### config.mk
export PLATFORM = sky130hd
export DESIGN_NAME = fetch_queue
export DESIGN_NICKNAME = d
export VERILOG_FILES = /design/src/rtl/fetch_queue_pkg.sv /design/src/rtl/fetch_queue_mem.sv /design/src/rtl/fetch_queue.sv
export SDC_FILE = /design/constraint.sdc
export NUM_CORES = 1
export LEC_CHECK = 0
export ABC_CLOCK_PERIOD_IN_PS = 4000
export CORE_MARGIN = 2
export CORE_UTILIZATION = 56
export DETAILED_ROUTE_END_ITERATION = 7
export PLACE_DENSITY = 0.83
export SLEW_MARGIN = 25
export SYNTH_ARGS = -nofsm -noshare
export SYNTH_HDL_FRONTEND = slang
export SYNTH_SLANG_ARGS = --single-unit
### constraint.sdc
create_clock -name clk -period 4 [get_ports clk]
set_input_delay 0.4 -clock clk [delete_from_list [all_inputs] [get_ports clk]]
set_output_delay 0.4 -clock clk [all_outputs]
set_load 0.01 [all_outputs]
### src/rtl/fetch_queue_pkg.sv
// Shared types and sizes for the fetch->decode queue.
package fetch_queue_pkg;

  localparam int unsigned FQ_XLEN           = 32;
  localparam int unsigned FQ_ILEN           = 32;
  localparam int unsigned FETCH_QUEUE_DEPTH = 4;

  // One fetched instruction with its program counter
  typedef struct packed {
    logic [FQ_XLEN-1:0] pc;
    logic [FQ_ILEN-1:0] instr;
  } fetch_entry_t;

endpackage : fetch_queue_pkg

### src/rtl/fetch_queue_mem.sv
// Entry storage for fetch_queue: one synchronous write port, one
// asynchronous read port, no reset on the array.
module fetch_queue_mem
  import fetch_queue_pkg::*;
#(
  parameter  int unsigned DEPTH = FETCH_QUEUE_DEPTH,
  localparam int unsigned IDX_W = $clog2(DEPTH)
) (
  input  logic             clk,
  input  logic             we_i,
  input  logic [IDX_W-1:0] waddr_i,
  input  fetch_entry_t     wdata_i,
  input  logic [IDX_W-1:0] raddr_i,
  output fetch_entry_t     rdata_o
);

  fetch_entry_t mem_q [DEPTH];

  // Write the pushed entry into its slot
  always_ff @(posedge clk) begin
    if (we_i) begin
      mem_q[waddr_i] <= wdata_i;
    end
  end

  assign rdata_o = mem_q[raddr_i];

endmodule : fetch_queue_mem

### src/rtl/fetch_queue.sv
// Decoupling FIFO between fetch and decode with flush on redirect.
// Optional macro FETCH_QUEUE_BYPASS_EN: an entry offered to an empty queue
// while decode is ready passes straight through in the same cycle.
module fetch_queue
  import fetch_queue_pkg::*;
#(
  parameter int unsigned XLEN  = FQ_XLEN,
  parameter int unsigned ILEN  = FQ_ILEN,
  parameter int unsigned DEPTH = FETCH_QUEUE_DEPTH
) (
  input  logic                   clk,
  input  logic                   rst,
  input  logic                   flush,
  input  logic                   in_valid,
  output logic                   in_ready,
  input  logic [XLEN-1:0]        in_pc,
  input  logic [ILEN-1:0]        in_instr,
  output logic                   out_valid,
  input  logic                   out_ready,
  output logic [XLEN-1:0]        out_pc,
  output logic [ILEN-1:0]        out_instr,
  output logic [$clog2(DEPTH):0] level
);

  localparam int unsigned IDX_W = $clog2(DEPTH);
  localparam int unsigned PTR_W = IDX_W + 1;

  logic [PTR_W-1:0] rd_ptr_q, rd_ptr_d;
  logic [PTR_W-1:0] wr_ptr_q, wr_ptr_d;
  logic [PTR_W-1:0] level_q, level_d;
  fetch_entry_t     last_q, last_d;
  fetch_entry_t     head;
  fetch_entry_t     wdata;
  fetch_entry_t     out_entry;
  logic             empty;
  logic             full;
  logic             bypass;
  logic             push;
  logic             pop;

  fetch_queue_mem #(
    .DEPTH (DEPTH)
  ) u_mem (
    .clk     (clk),
    .we_i    (push),
    .waddr_i (wr_ptr_q[IDX_W-1:0]),
    .wdata_i (wdata),
    .raddr_i (rd_ptr_q[IDX_W-1:0]),
    .rdata_o (head)
  );

  // Status flags, handshakes and output data selection
  always_comb begin
    empty = (rd_ptr_q == wr_ptr_q);
    full  = (rd_ptr_q[PTR_W-1] != wr_ptr_q[PTR_W-1]) &&
            (rd_ptr_q[IDX_W-1:0] == wr_ptr_q[IDX_W-1:0]);
`ifdef FETCH_QUEUE_BYPASS_EN
    bypass = empty & in_valid & out_ready & ~flush & rst;
`else
    bypass = 1'b0;
`endif
    in_ready  = ~full & ~flush & rst;
    out_valid = (~empty & ~flush) | bypass;
    // A bypassed entry is consumed directly and never written
    push = in_valid & in_ready & ~bypass;
    pop  = ~empty & ~flush & out_ready;

    wdata.pc    = FQ_XLEN'(in_pc);
    wdata.instr = FQ_ILEN'(in_instr);

    // When nothing is queued, keep presenting the last entry handed to decode
    out_entry = empty ? last_q : head;
    if (bypass) begin
      out_entry = wdata;
    end
    out_pc    = XLEN'(out_entry.pc);
    out_instr = ILEN'(out_entry.instr);
    level     = level_q;
  end

  // Pointer, occupancy and last-read updates
  always_comb begin
    rd_ptr_d = rd_ptr_q;
    wr_ptr_d = wr_ptr_q;
    level_d  = level_q;
    last_d   = last_q;
    if (flush) begin
      rd_ptr_d = wr_ptr_q;
      level_d  = '0;
    end else begin
      if (push) begin
        wr_ptr_d = wr_ptr_q + PTR_W'(1);
      end
      if (pop) begin
        rd_ptr_d = rd_ptr_q + PTR_W'(1);
        last_d   = head;
      end
      if (bypass) begin
        last_d = wdata;
      end
      unique case ({push, pop})
        2'b10:   level_d = level_q + PTR_W'(1);
        2'b01:   level_d = level_q - PTR_W'(1);
        default: level_d = level_q;
      endcase
    end
  end

  // Control state registers
  always_ff @(posedge clk or negedge rst) begin
    if (!rst) begin
      rd_ptr_q <= '0;
      wr_ptr_q <= '0;
      level_q  <= '0;
      last_q   <= '0;
    end else begin
      rd_ptr_q <= rd_ptr_d;
      wr_ptr_q <= wr_ptr_d;
      level_q  <= level_d;
      last_q   <= last_d;
    end
  end

endmodule : fetch_queue

==> key figures, run 1 <==
Critical path
  • CP Capture Type: output pin
  • Critical Path RT: 3600 ps
  • Crit path max-delay family: buffers and inverters
  • Worst path depth: 5
  • CP Data Arrival Time: 3320 ps
  • Buf+Inv Stages, Crit Path: 2
  • Largest fanout on the critical path: 20
  • Critical path class: reg -> out
  • CP cell instances: xnor2_2 > nand3_4 > buf_4 > mux2_2 > clkdlybuf4s50_1
  • Reg2Reg Depth: 8
  • Critical-path top delay cell: xnor2_2
  • Worst setup SP type: flip-flop
  • Max incr delay on CP: 570 ps

Routing
  • First drt pass iteration count: 6
  • WL final: 24,550 um
  • Routed Antenna Nets: 0
  • WL/cell: 22.84 um
  • Drt via density: 5.835
  • 1st-iter DRT viols: 327
  • Vias post-DR: between 6,000 and 7,000
  • # DRC: 0

STA
  • Final worst path period need: 3717 ps
  • Setup TNS: 0 ps
  • Worst Skew: about 16 ps
  • Max transition margin: approximately a third
  • RSZ-0062 raised after global routing: no
  • Final period util: 92.94%
  • Final setup viols: 0
  • Fmax: 269.0 MHz
  • Final Hold Vio Count: 0
  • Worst-Margin Slew: 976.9 ps
  • Max Slew Vio Count: 0

Global routing
  • Largest net degree at the start of global routing: 74
  • First-pass GRT wire length: 37,490 um
  • Initial antenna violation count: 2
  • Global Route Usage Sum: 20.39%
  • Grt ovf: 0
  • Vias in the first global route: 6,884

Cells and area
  • Layout cells sized above 1: between 30% and 40%
  • Fillers: 1,353
  • Fin nets: 837
  • Final Cell Area: 15,850 um^2
  • Layout area overhead: 22.57%
  • Util after Layout: 70.00%

Synth
  • Synth Instances: between 600 and 700
  • Sequential element share of the synthesized area: 73.58%
  • Yosys warnings: 0
  • Largest area contributor in the netlist: edfxtp_1
  • Synthesized flop and latch total: 329
  • Share of the synthesized area in the top cell type: 59.45%
  • Post-Syn Area: 12,930 um^2
  • Largest cells by area after synthesis: edfxtp_1 59%, dfrtp_1 14%, mux2_2 11%
  • Post-Syn Nets: just under 700
  • Library cells used by synthesis: 27
  • Post-synthesis average cell area: 21.41 um^2

Hold path
  • Worst hold path type: in -> async

Placed design
  • PortBufs: between 100 and 150
  • RePlAce Congestion: between 0.7 and 0.8
  • DPL Wire Length: 14,050 um
  • Placed inst area: 14,700 um^2

Clock tree
  • CTS root buf: clkbuf_16
  • TritonCTS Buffers: 34
  • Clk slew on worst S/H paths: 60 ps
  • CTS tree: done
  • Clock Latency Late Sink: 500 ps
  • CTS Buffer Depth: 3
  • Post-CTS Setup Repair Bufs: 0
  • H-tree levels: 2
  • Hold Buf Count CTS: 0
  • Clk sinks: 329

Status
  • Status: finished clean

Pwr
  • Max VDD drop: 471.8 uV
  • Pwr dens: 790.6 nW/um^2
  • Leakage power: 5.421 nW

Job
  • Max-cap violations: 0

Floorplan
  • Initial Util: 57.11%
  • Die H: 156.0 um
  • Die Width: between 150 and 200 um
  • Total die area: between 20,000 and 25,000 um^2
  • Core Box Area: 22,640 um^2
  • Num ports: 138
  • Row count: 55
-- through the flow --
step	instances	power (mW)	worst slack, ps	hold slack [ps]
floorplan	604	7.425	665.2	104.4
global placement	1010	9.295	618.4	485.5
detailed placement	1010	9.467	512.6	492.0
CTS	1072	12.58	0.7154	225.5
global route	1075	13.13	168.7	123.4
finish	1075	12.53	282.6	58.86
-- where the power goes --
part / switching [mW] / internal [mW] / total [mW]
registers: 0.276 / 4.25 / 4.53
logic: 2.14 / 2.81 / 4.95
clock network: 1.22 / 1.84 / 3.05
-- kinds of logic after synthesis --
group	Yosys count	share of synthesized area, %
compound gates	13	0.7548
xor+xnor	9	0.6097
fa+ha+maj	6	0.6387
buf+inv	35	1.210
flops	329	73.58
mux	192	22.30
simple gates	20	0.9095
-- final timing paths --
kind                              from      endpoint  slack [ps]
hold / removal                     rst      level[0]          60
max in group asynchronous          rst   rd_ptr_q[1]        3400
hold reg to reg             last_q[22]    last_q[22]         500
min in group clk            last_q[22]    last_q[22]         500
setup reg to reg           rd_ptr_q[0]      level[2]        1300
setup / recovery           rd_ptr_q[0]  out_instr[9]         280
-- routing by layer --
| layer | part of all wire [%] | GRT usage (%) |
|---|---|---|
| met5 | 0 | 0 |
| met4 | 2.1 | 6.160 |
| met3 | 4.2 | 3.694 |
| met2 | 53 | 35.74 |
| met1 | 41 | 26.32 |
-- worst register-to-register path, delay by kind of cell, from the launching register on --
| family | cells | cell delay [ps] |
|---|---|---|
| AOI/OAI and AO/OA | 2 | 370 |
| xor gates and xnor gates | 1 | 570 |
| adders and majority gates | 1 | 410 |
| buffers and inverters | 1 | 260 |
| DFF | 1 | 540 |
| and+or+nand+nor | 3 | 420 |
-- cell type report --
type	instances	area [um^2]	share of cell area [%]
Multi-Input combinational cell	241	3322	20.96
Tap cell	285	356.6	2.250
Sequential cell	329	9522	60.08
Inverter	5	18.77	0.1184
Clock buffer	48	977.2	6.166
Clock inverter	14	118.9	0.7500
Timing Repair Buffer	151	1528	9.640
Antenna cell	2	5.005	0.03158
-- flip-flops by register name (all words and copies together), names as in the netlist --
signal and cells:
last_q 64, level 3, rd_ptr_q 3, u_mem.mem_q 256, wr_ptr_q 3
-- Yosys cell counts --
cell,n
a21oi_1,1
a221o_1,1
a311oi_1,1
a311oi_4,1
a31oi_1,2
and2_1,5
buf_1,2
buf_2,17
buf_4,1
clkbuf_1,10
dfrtp_1,73
edfxtp_1,256
fa_1,1
ha_1,5
inv_1,5
mux2_2,128
mux4_2,64
nand2_1,4
nand2b_1,1
nand3_1,2
nand3b_1,3
nor2b_1,2
nor3_1,1
nor3b_1,2
o21ai_0,7
xnor2_1,6
xor2_1,3
-- what timing repair did --
item | 4_1_cts | 5_1_grt
pin swaps | 1 | 1
resized for setup | 1 | 3
setup endpoints to repair | 26 | 27
gates cloned | 0 | 1
-- placed cells by master (no fill, tap or decap), types with 4 or more instances in the layout --
master	instances
edfxtp_1	256
buf_12	4
nand2_1	4
ha_1	5
clkbuf_16	37
mux2_2	128
and2_4	4
dfrtp_1	71
o21ai_0	7
mux4_2	64
clkbuf_1	10
clkinv_2	8
inv_1	5
buf_4	10
clkdlybuf4s50_1	136
No activity file was read; power rests on OpenSTA's default activity.
==> run 2: changes to the inputs <==
Settings changed: CORE_ASPECT_RATIO from default to 1.75, REMOVE_ABC_BUFFERS from default to 1.
==> key figures, run 2 (same netlist as run 1, synthesis figures left out) <==
Status
  • Status: finished clean

Critical path
  • Critical path class: reg -> out
  • Critical Path RT: 3600 ps
  • Largest fanout on the critical path: 47
  • CP Data Arrival Time: 3240 ps
  • Worst setup SP type: flip-flop
  • CP Capture Type: output pin
  • R2R Setup Slk: 1450 ps

Routing
  • First drt pass iteration count: 4
  • WL/cell: 23.15 um
  • Routed Antenna Nets: 0
  • Vias post-DR: between 6,000 and 7,000
  • 1st-iter DRT viols: 386
  • Drt via density: between 5 and 6
  • WL final: 24,860 um
  • # DRC: 0

Clock tree
  • TritonCTS Buffers: 27
  • Clk sinks: around 330
  • CTS tree: done
  • Clock Latency Late Sink: 530 ps
  • Post-CTS Setup Repair Bufs: 0
  • Clk slew on worst S/H paths: 70 ps
  • CTS root buf: clkbuf_16
  • CTS Buffer Depth: 3
  • H-tree levels: 1

STA
  • Final period util: roughly 90%
  • Max transition margin: 33.35%
  • Worst-Margin Slew: between 900 and 1000 ps
  • Setup TNS: 0 ps
  • Final worst path period need: 3639 ps
  • RSZ-0062 raised after global routing: no
  • Worst Skew: around 7.9 ps
  • Final Hold Vio Count: 0
  • Max Slew Vio Count: 0
  • Final setup viols: 0
  • Final worst setup slack: around 360 ps
  • Fmax: 274.8 MHz

Floorplan
  • Total die area: 24,370 um^2
  • Num ports: 138
  • Initial Util: roughly 57%
  • Core Box Area: 22,740 um^2
  • Die H: about 200 um
  • Die Width: 118.9 um
  • Row count: 73

Pwr
  • Leakage power: 5.292 nW
  • Pwr Total: 12.11 mW
  • Pwr dens: between 700 and 800 nW/um^2
  • Max VDD drop: 556.1 uV

Cells and area
  • Most common cell after layout, fill and taps aside: edfxtp_1
  • Layout cells sized above 1: 32.90%
  • Fin cells: roughly 1,100
  • Layout area overhead: 20.95%
  • Util after Layout: 68.76%
  • Largest registers in the final layout: u_mem.mem_q (256), last_q (64)
  • Max reg flops: 256
  • Most frequent cells in the layout: 256 x edfxtp_1, 136 x clkdlybuf4s50_1, 128 x mux2_2
  • Fillers: 1,381
  • Multi-input combinational cell area: 3282 um^2
  • Register area: between 9000 and 10,000 um^2
  • Fin nets: 827
  • Reg with most FFs: u_mem.mem_q

Global routing
  • Initial antenna violation count: 3
  • Vias in the first global route: 6,911
  • Grt ovf: 0
  • Global Route Usage Sum: 20.82%
  • First-pass GRT wire length: around 39,000 um
  • Largest net degree at the start of global routing: between 70 and 80

Placed design
  • Cells after DPL: 1,022
  • RePlAce Congestion: between 0.7 and 0.8
  • Place WS: 914.2 ps
  • DPL Wire Length: 14,920 um
  • PortBufs: 137

Job
  • Max-cap violations: 0

Hold path
  • Worst hold path type: in -> async
## run 2: cell types whose count changed in the layout (fill, tap and decap cells not counted), moves of 3 or more
cell / previous run / this run
clkbuf_16: 37 / 27
clkbuf_1: 10 / 5
xnor2_1: 3 / 6
clkinv_2: 8 / 5
clkinvlp_4: 1 / 4
xnor2_2: 3 / 0
buf_4: 10 / 6
## run 2: critical path, cell delays in order, from the launching register on
cell and delay [ps]:
dfrtp_4 500, xnor2_1 560, nand3_4 420, buf_12 340
mux2_2 280, clkdlybuf4s50_1 570
## run 2: final timing paths
path,endpoint,cells past startpoint,from
setup / recovery,out_pc[0],5,rd_ptr_q[0]
hold / removal,last_q[47],2,rst
setup reg to reg,level[1],6,rd_ptr_q[0]
hold reg to reg,last_q[51],1,last_q[51]
max in group asynchronous,rd_ptr_q[1],3,rst
min in group clk,u_mem.mem_q[0][9],1,in_instr[9]
## run 2: where the power goes
part	internal (mW)	total, mW	switching, mW
clock	1.52	2.68	1.16
sequential	4.25	4.51	0.262
combinational	2.80	4.92	2.11
total	8.57	12.1	3.53
## run 2: metal layers
metal	global-route usage [%]	up-vias	share of wire (%)	routed length [um]
li1	-	2732	-	-
met1	23.81	3246	37	9262
met2	39.39	149	56	13900
met3	2.867	46	3.6	900
met4	7.696	2	3.1	780
met5	0	-	0.052	13
## run 2: cell type report
class	count	area share, %
multi-input cells	240	20.99
clock buffers	33	4.528
repair buffers	149	9.825
diodes	2	0.03200
inverters	5	0.1200
flip-flops and latches	329	60.89
clock inverters	16	1.224
well taps	300	2.400
## run 2: timing repair
| item | 4_1_cts | 5_1_grt |
|---|---|---|
| hold buffers | 1 | 0 |
| resized for setup | 0 | 0 |
| hold endpoints to repair | 24 | 0 |
## run 2: through the flow
step | hold slack (ps) | area [um^2]
final | 327.6 | 15640
after global routing | 349.3 | 15640
after CTS | 330.5 | 15630
after detailed placement | 343.9 | 14720
after global placement | 336.6 | 14720
after floorplan | 104.4 | 12790
